==> config.mk <==
export PLATFORM = sky130hd
export DESIGN_NAME = dir_request_arbiter
export DESIGN_NICKNAME = d
export VERILOG_FILES = /design/src/rtl/dir_request_arbiter.sv
export SDC_FILE = /design/constraint.sdc
export NUM_CORES = 1
export LEC_CHECK = 0
export ABC_CLOCK_PERIOD_IN_PS = 2000
export BUFFER_PORTS_ARGS = -buffer_cell sky130_fd_sc_hd__buf_4
export CAP_MARGIN = 10
export CORE_ASPECT_RATIO = 0.8
export CORE_MARGIN = 4
export CORE_UTILIZATION = 50
export CTS_CLUSTER_SIZE = 10
export DETAILED_ROUTE_END_ITERATION = 10
export HOLD_SLACK_MARGIN = 0.03
export PLACE_DENSITY_LB_ADDON = 0.2
export SYNTH_ARGS = -nofsm -noshare
export SYNTH_HDL_FRONTEND = slang
export SYNTH_SLANG_ARGS = --single-unit
==> constraint.sdc <==
create_clock -name Clock -period 2 [get_ports Clock]
set_clock_uncertainty 0.2 [all_clocks]
set_input_delay 0.2 -clock Clock [delete_from_list [all_inputs] [get_ports Clock]]
set_output_delay 0.2 -clock Clock [all_outputs]
set_load 0.05 [all_outputs]
==> src/rtl/dir_request_arbiter.sv <==
// MSI directory request front end: per-processor FIFOs feeding a one-at-a-time issue FSM.
// Latency: 2 cycles push-to-offer; backpressure: PxReqReady = FIFO not full, offers held while DirReqReady low.
module dir_req_fifo #(
  parameter int W     = 10,
  parameter int DEPTH = 2
) (
  input  logic         Clock,
  input  logic         Reset_n,
  input  logic         i_push,
  input  logic         i_pop,
  input  logic [W-1:0] i_dat,
  output logic [W-1:0] o_dat,
  output logic         o_full,
  output logic         o_empty
);
  localparam int PTR_W = $clog2(DEPTH);
  localparam int CNT_W = PTR_W + 1;

  logic [W-1:0]     r_mem [DEPTH];
  logic [PTR_W-1:0] r_wptr;
  logic [PTR_W-1:0] r_rptr;
  logic [CNT_W-1:0] r_cnt;
  logic             w_pop;

  assign o_full  = (r_cnt == CNT_W'(DEPTH));
  assign o_empty = (r_cnt == '0);
  assign o_dat   = r_mem[r_rptr];
  assign w_pop   = i_pop & ~o_empty;

  always_ff @(posedge Clock or negedge Reset_n) begin
    if (!Reset_n) begin
      r_wptr <= '0;
      r_rptr <= '0;
      r_cnt  <= '0;
    end else begin
      // DEPTH is a power of two, so pointer overflow is the modulo wrap.
      if (i_push) r_wptr <= r_wptr + PTR_W'(1);
      if (w_pop)  r_rptr <= r_rptr + PTR_W'(1);
      case ({i_push, w_pop})
        2'b10:   r_cnt <= r_cnt + CNT_W'(1);
        2'b01:   r_cnt <= r_cnt - CNT_W'(1);
        default: r_cnt <= r_cnt;
      endcase
    end
  end

  always_ff @(posedge Clock) begin
    if (i_push) r_mem[r_wptr] <= i_dat;
  end
endmodule

module dir_request_arbiter #(
  parameter int ADDR_W = 4,
  parameter int DATA_W = 4,
  parameter int DEPTH  = 2
) (
  input  logic              Clock,
  input  logic              Reset_n,
  input  logic              P0ReqValid,
  output logic              P0ReqReady,
  input  logic [1:0]        P0ReqOp,
  input  logic [ADDR_W-1:0] P0ReqAddr,
  input  logic [DATA_W-1:0] P0ReqData,
  input  logic              P1ReqValid,
  output logic              P1ReqReady,
  input  logic [1:0]        P1ReqOp,
  input  logic [ADDR_W-1:0] P1ReqAddr,
  input  logic [DATA_W-1:0] P1ReqData,
  output logic              DirReqValid,
  input  logic              DirReqReady,
  output logic [1:0]        DirReqOp,
  output logic [ADDR_W-1:0] DirReqAddr,
  output logic [DATA_W-1:0] DirReqData,
  output logic              DirReqProc,
  input  logic              DirDone
);
  typedef struct packed {
    logic [1:0]        op;
    logic [ADDR_W-1:0] addr;
    logic [DATA_W-1:0] data;
  } req_t;

  localparam int REQ_W = $bits(req_t);

  typedef enum logic [1:0] {ST_IDLE, ST_OFFER, ST_WAIT} state_t;

  state_t r_state, w_state_nxt;
  req_t   r_req;
  logic   r_vld, r_proc, r_rr;
  req_t   w_p0_in, w_p1_in, w_p0_head, w_p1_head, w_win;
  logic   w_p0_push, w_p1_push, w_p0_full, w_p1_full, w_p0_empty, w_p1_empty;
  logic   w_wb0, w_wb1, w_sel, w_load, w_accept;

  assign P0ReqReady = ~w_p0_full;
  assign P1ReqReady = ~w_p1_full;
  assign w_p0_push  = P0ReqValid & P0ReqReady & (P0ReqOp != 2'b00);
  assign w_p1_push  = P1ReqValid & P1ReqReady & (P1ReqOp != 2'b00);
  assign w_p0_in    = '{op: P0ReqOp, addr: P0ReqAddr, data: P0ReqData};
  assign w_p1_in    = '{op: P1ReqOp, addr: P1ReqAddr, data: P1ReqData};

  dir_req_fifo #(.W(REQ_W), .DEPTH(DEPTH)) u_p0_fifo (
    .Clock   (Clock),
    .Reset_n (Reset_n),
    .i_push  (w_p0_push),
    .i_pop   (w_accept & ~r_proc),
    .i_dat   (w_p0_in),
    .o_dat   (w_p0_head),
    .o_full  (w_p0_full),
    .o_empty (w_p0_empty)
  );

  dir_req_fifo #(.W(REQ_W), .DEPTH(DEPTH)) u_p1_fifo (
    .Clock   (Clock),
    .Reset_n (Reset_n),
    .i_push  (w_p1_push),
    .i_pop   (w_accept & r_proc),
    .i_dat   (w_p1_in),
    .o_dat   (w_p1_head),
    .o_full  (w_p1_full),
    .o_empty (w_p1_empty)
  );

  // Writebacks outrank misses; equal classes fall back to the round-robin pointer.
  assign w_wb0 = ~w_p0_empty & (w_p0_head.op == 2'b11);
  assign w_wb1 = ~w_p1_empty & (w_p1_head.op == 2'b11);

  always_comb begin
    w_sel = 1'b0;
    if (w_p0_empty)        w_sel = 1'b1;
    else if (w_p1_empty)   w_sel = 1'b0;
    else if (w_wb0 != w_wb1) w_sel = w_wb1;
    else                   w_sel = r_rr;
  end

  assign w_win = w_sel ? w_p1_head : w_p0_head;

  always_comb begin
    w_state_nxt = r_state;
    w_load      = 1'b0;
    w_accept    = 1'b0;
    case (r_state)
      ST_IDLE: begin
        if (!w_p0_empty || !w_p1_empty) begin
          w_load      = 1'b1;
          w_state_nxt = ST_OFFER;
        end
      end
      ST_OFFER: begin
        if (DirReqReady) begin
          w_accept    = 1'b1;
          w_state_nxt = ST_WAIT;
        end
      end
      ST_WAIT: begin
        if (DirDone) w_state_nxt = ST_IDLE;
      end
      default: w_state_nxt = ST_IDLE;
    endcase
  end

  always_ff @(posedge Clock or negedge Reset_n) begin
    if (!Reset_n) r_state <= ST_IDLE;
    else          r_state <= w_state_nxt;
  end

  always_ff @(posedge Clock or negedge Reset_n) begin
    if (!Reset_n) begin
      r_vld  <= 1'b0;
      r_req  <= '0;
      r_proc <= 1'b0;
      r_rr   <= 1'b0;
    end else begin
      if (w_load) begin
        r_vld  <= 1'b1;
        r_req  <= w_win;
        r_proc <= w_sel;
      end
      if (w_accept) begin
        r_vld <= 1'b0;
        r_rr  <= ~r_proc;
      end
    end
  end

  assign DirReqValid = r_vld;
  assign DirReqOp    = r_req.op;
  assign DirReqAddr  = r_req.addr;
  assign DirReqData  = r_req.data;
  assign DirReqProc  = r_proc;
endmodule

# Yosys cells after proc, flatten, opt, wreduce, memory -nomap -nowiden
# Memories as Yosys holds them, arrays and structs flattened.
# Index checks and enable logic that the tools add are counted.
op_classes:
  addsub: 8
  n_mul: 0
  div: 0
  order_cmp: 0
  eq_ne: 14
  shifts: 0
  n_mux: 20
  n_bitwise: 15
  reduce_logical: 12
ops:
  columns: ["cell", "count"]
  rows:
  - ["== test 2 bit (second input constant)", 7]
  - ["two-way mux 1 bit", 13]
  - ["AND 1 bit", 10]
  - ["two-way mux 10 bit", 1]
  - ["nonzero test 2 bit", 5]
  - ["case mux 2 bit (2 select lines)", 2]
  - ["== test 2 x 1 -> 1 bit (second input constant)", 3]
  - ["logical NOT 2 bit", 3]
  - ["two-way mux 2 bit", 3]
  - ["!= test 2 bit (second input constant)", 3]
  - ["case mux 2 bit (3 select lines)", 1]
  - ["inverter 1 bit", 5]
  - ["adder 1 bit (second input constant)", 4]
  - ["adder 2 x 1 -> 2 bit (second input constant)", 2]
  - ["subtractor 2 x 1 -> 2 bit (second input constant)", 2]
  - ["AND reduction 3 bit", 1]
  - ["logical NOT 1 bit", 2]
  - ["logical OR 1 bit", 1]
  - ["!= test 1 bit", 1]
word_totals:
  reg_bits: 23
  latchBits: 0
  ram_bits: 40
  mem_bits_ro: 0
  wordCells: 84
  memories: 2
memory_table:
  columns: ["name", "words", "width", "rd", "rd_ports_with_merged_regs", "wr", "line", "rtl"]
  rows:
  - ["u_p0_fifo.r_mem", 2, 10, 1, 0, 1, "19", "logic [W-1:0] r_mem [DEPTH];"]
  - ["u_p1_fifo.r_mem", 2, 10, 1, 0, 1, "19", null]

# Logic depth before layout (Yosys ltp)
logic_depth:
  word_depth: 8
  mapped_depth: 7
  ltp_nobuf: 7

# Modules after synthesis
# From an unflattened synthesis, not the netlist that was laid out.
hier_totals:
  hier_cells: 174
  hier_area_um2: 2598.7
modules_own_cells:
  columns: ["module", "instances", "cells_per_inst", "area_each_um2", "seq_area_each_um2"]
  rows:
  - ["dir_req_fifo", 2, 48, 915.9, 700.7]
  - ["dir_request_arbiter", 1, 78, 767.0, 375.4]

# Least setup slack after synthesis
# OpenSTA, ideal clock, no wires.
synth_timing:
  path_type: "reg2reg"
  startpoint: "register u_p0_fifo.r_cnt[0]"
  endpoint: "memory u_p0_fifo.r_mem[1][0] (enable)"
  setup_time_ns: 0.376
  t_arrival_ns: 1.643
  t_required_ns: 1.424
  path_slack_ns: -0.219
  path_stages_with_launch: 4
  n_path_buf: 0
  period_less_slack_ns: 2.219
  cell_sequence: "dfrtp_1 -> nand2b_1 -> o211ai_1 -> nor2_1"
synth_via:
  elab_chain_cells: 6
synth_rtl:
  columns: ["element", "line", "rtl"]
  rows:
  - ["from (decl)", "22", "logic [CNT_W-1:0] r_cnt;"]
  - ["from (signal assigned)", "40", "2'b10: r_cnt <= r_cnt + CNT_W'(1);"]
  - ["from (signal assigned)", "41", "2'b01: r_cnt <= r_cnt - CNT_W'(1);"]
  - ["from (signal assigned)", "42", "default: r_cnt <= r_cnt;"]
  - ["== test 2 bit", "25", "assign o_full = (r_cnt == CNT_W'(DEPTH));"]
  - ["inverter 1 bit", "94", "assign P0ReqReady = ~w_p0_full;"]
  - ["net P0ReqReady", "60", "output logic P0ReqReady,"]
  - ["AND 1 bit (2 in a row)", "96", "assign w_p0_push = P0ReqValid & P0ReqReady & (P0ReqOp != 2'b00);"]
  - ["two-way mux 1 bit", "48", "if (i_push) r_mem[r_wptr] <= i_dat;"]
  - ["two-way mux 1 bit (implied by the code)", "48", null]
  - ["to (decl)", "19", null]
# The timed path passes the listed nets, and every way through them passes these cells.

# Worst setup path after layout
layout_timing:
  startpoint: "register u_p1_fifo.r_rptr"
  endpoint: "register r_req (netlist bit DirReqAddr[3])"
layout_via:
  elab_chain_cells: 8
layout_rtl:
  columns: ["element", "line", "rtl"]
  rows:
  - ["from (decl)", "21", "logic [PTR_W-1:0] r_rptr;"]
  - ["from (signal assigned)", "38", "if (w_pop) r_rptr <= r_rptr + PTR_W'(1);"]
  - ["memory (2 x 10 bit) *", null, null]
  - ["== test 2 bit", "125", "assign w_wb1 = ~w_p1_empty & (w_p1_head.op == 2'b11);"]
  - ["AND 1 bit", "125", null]
  - ["!= test 1 bit", "131", "else if (w_wb0 != w_wb1) w_sel = w_wb1;"]
  - ["two-way mux 1 bit", "131", null]
  - ["two-way mux 1 bit", "130", "else if (w_p1_empty) w_sel = 1'b0;"]
  - ["two-way mux 1 bit", "129", "if (w_p0_empty) w_sel = 1'b1;"]
  - ["two-way mux 10 bit *", "135", "assign w_win = w_sel ? w_p1_head : w_p0_head;"]
  - ["to (signal assigned)", "175", "r_req <= w_win;"]
  - ["to (decl)", "88", "req_t r_req;"]
# Every way passes the cells marked *; elsewhere a longest branch is shown, timed or not.
# A chain may end at the register's enable or synchronous reset.

==> metrics.txt <==
fraction of the mapped netlist area in compound gates 0.105; WP buf/inv 1; capture instance of the worst register-to-register path DirReqAddr[3]$_DFFE_PN0P_; CTS sink cnt 63; r2r startpoint u_p1_fifo.r_rptr$_DFFE_PN0P_; count of H-tree levels built during CTS 3; family of cells with the greatest summed delay on the critical path compound AO/OA/AOI/OAI gates; Slew Viols, Final 0; top-area cell type share of the netlist area 0.465; simple-gate share of the synthesized area 0.100; critical-path maximum fanout 5; CTS root buf clkbuf_8; total number of vias 1,755; sort of element at the start of the critical path flip-flop; all-layer global routing usage 0.174; remaining design rule violation count 0; Synth-to-Final Area Change 36.6%; highest-count cells in the layout ignoring fill and taps buf_4, edfxtp_1, dlygate4sd3_1, dfrtp_1, o211ai_1; synthesized flop and latch total 63; routed vias/inst 5.19; class of the tightest hold or removal check in -> async; pin count of the biggest net entering global routing 24; count of antenna diodes in the layout 0; wire length of the first global-routing pass 8.08 mm; Tcrit/Tclk final 1.00; GR Overflow Total 0; unrepaired setup endpoints after global routing yes; post-route worst setup slack -0.00935 ns; overall die width 88.4 um; Final ANT Viol Nets 0; largest buffer count on any clock path 2; vias in the first global route 1,725; area of the core 0.00501 mm^2; failing checks negative setup slack; routability congestion estimate 0.776; total power divided by cell area 1620 mW/mm^2; Post-Route WL 4.98 mm; die area 0.00639 mm^2; adder and majority gate portion of the synthesized area 0.00969; post-synthesis xor/xnor area fraction 0.0339; initial standard-cell utilization of the core 0.516; combinational family with the most area after synthesis compound AO/OA/AOI/OAI gates; minimum clock period 2.01 ns; CTS tree built; synthesis warning total 0; total nets after synthesis 218; number of hold-slack violations in the final timing report 0; number of cell rows 23; overall die height 72.3 um; f_max 498 MHz; cell type with the largest total area after synthesis edfxtp_1; endpoint kind of the worst setup timing path flip-flop; number of iterations in the first detailed-routing pass 4; TritonCTS Buffers 9; status finished with violations; cell area after technology mapping 0.00258 mm^2; leading post-synthesis cells by cell area edfxtp_1, dfrtp_1, o211ai_1; number of top-level pins 40; number of cells produced by synthesis 190; largest vdd supply drop 942 uV; share of cell area taken by muxes after synthesis 0.0470; Crit-path slowest cell dfrtp_1; CTS clk-pin slew, worst paths 0.06 ns; total power 5720 uW; internal reg-to-reg setup slack -0.009 ns; count of final setup violators 6; CP Data Arrival Time 2.06 ns; CP Cell Sequence and2_4 -> a22o_1 -> o311a_1 -> or2_4 -> buf_6 -> o211ai_1; number of antenna violations at the first check in global routing 0; count of different cell masters after synthesis 33; delay contributed by the slowest stage of the critical path 0.40 ns; measured slew at the worst slew-check pin 0.551 ns; max cap viols 0; clock latency reported for the late side of the worst-skew pair 0.33 ns; HPWL Detailed 3.41 mm; slew margin rel. 0.632; start-to-end type of the worst setup path reg -> reg; startpoint of the worst setup timing path u_p1_fifo.r_rptr$_DFFE_PN0P_; cells on worst reg2reg path 6; instance count on the critical path 6; commonest non-fill, non-tap cell in the layout buf_4; fraction of layout cells with a size suffix above 1 0.293; DRC marker count from the first detailed-route iteration 112; cell leakage power 0.00141 uW; average instance area after synthesis 13.6 um^2; critical path required time 2.05 ns; buffers added on ports 39; post-route worst hold slack 0.104 ns; sequential area share after synthesis 0.688; worst setup path endpoint DirReqAddr[3]$_DFFE_PN0P_; number of nets at the end of the flow 299; Wirelength per Cell 14.7 um
[worst min path at each step]
| stage | from | to | slack (ns) | cells past startpoint |
|---|---|---|---|---|
| floorplan | Reset_n | DirReqAddr[0]$_DFFE_PN0P_ | -0.30 | 0 |
| global placement | Reset_n | DirReqAddr[2]$_DFFE_PN0P_ | -0.08 | 1 |
| detailed placement | Reset_n | DirReqAddr[3]$_DFFE_PN0P_ | -0.08 | 1 |
| CTS | Reset_n | DirReqAddr[3]$_DFFE_PN0P_ | 0.1 | 2 |
| global route | Reset_n | DirReqOp[1]$_DFFE_PN0P_ | 0.12 | 2 |
| finish | Reset_n | DirReqAddr[3]$_DFFE_PN0P_ | 0.10 | 2 |
[stage by stage]
step,TNS [ns],worst slack (ns),util,area (um^2),cells
after floorplan,-0.0765,-0.0765,-,2620,190
after global placement,-0.384,-0.0511,0.612,3060,297
after detailed placement,-0.934,-0.116,0.612,3060,297
after CTS,-0.514,-0.0677,0.700,3510,336
after global routing,-1.35,-0.140,0.705,3530,338
final,-0.0278,-0.00935,0.705,3530,338
[flip-flops by register name, indices dropped and copies added, names as in the netlist, 2 cells and up]
signal / flops
DirReqAddr: 4
DirReqData: 4
DirReqOp: 2
r_state: 2
u_p0_fifo.r_cnt: 2
u_p0_fifo.r_mem: 20
u_p1_fifo.r_cnt: 2
u_p1_fifo.r_mem: 20
[kinds of logic after synthesis]
group | after synthesis
simple gates | 54
buf+inv | 10
compound gates | 39
fa+ha+maj | 2
xor+xnor | 10
flops | 63
mux | 12
[power breakdown]
part	internal [uW]	switching [uW]
Clock	628	437
Combinational	1090	1500
Sequential	1810	247
Total	3530	2190
[layer usage]
layer / wire length (um) / up-vias / GRT usage
met4: 63 / 0 / 0.0503
met2: 2440 / 47 / 0.270
met1: 2190 / 842 / 0.226
met5: 0 / - / 0
met3: 293 / 6 / 0.0715
li1: - / 860 / -
[cells in the mapped netlist]
cell type / instances
nor4_1: 1
mux2_2: 1
a22o_1: 1
o21ai_0: 2
ha_1: 2
o211ai_1: 19
clkbuf_1: 6
o21ai_1: 9
inv_1: 2
a21oi_1: 2
and2_1: 1
o311ai_2: 1
nor2b_1: 2
xor2_1: 4
a31oi_1: 1
o22ai_1: 1
a211oi_1: 1
nand2b_1: 11
or2_0: 1
o311a_1: 1
nor2_1: 18
buf_2: 1
or3_1: 2
nand3b_1: 1
a31o_1: 1
mux2i_1: 11
buf_4: 1
dfrtp_1: 23
nand2_1: 13
nor3_1: 2
edfxtp_1: 40
or2_1: 2
xnor2_1: 6
[what timing repair did]
action                                 CTS  global route
endpoints found under the hold margin   65             0
hold buffers                            23             0
pin swaps                               11             9
setup buffers                            0             2
setup endpoints to repair               10            12
gates resized for setup                  5             3
[cell type report]
class / count / area (um^2)
clock buffers: 11 / 151
fillers: 356 / 1480
inverters: 2 / 7.51
repair buffers: 78 / 659
clock inverters: 5 / 46.3
multi-input cells: 117 / 810
well taps: 62 / 77.6
flip-flops and latches: 63 / 1780
[worst register-to-register path, cell delays in order, from the launching register on]
cell	delay, ns
dfrtp_1	0.40
and2_4	0.16
a22o_1	0.22
o311a_1	0.37
or2_4	0.28
buf_6	0.13
o211ai_1	0.16
Power figures use the tool's default switching activity.
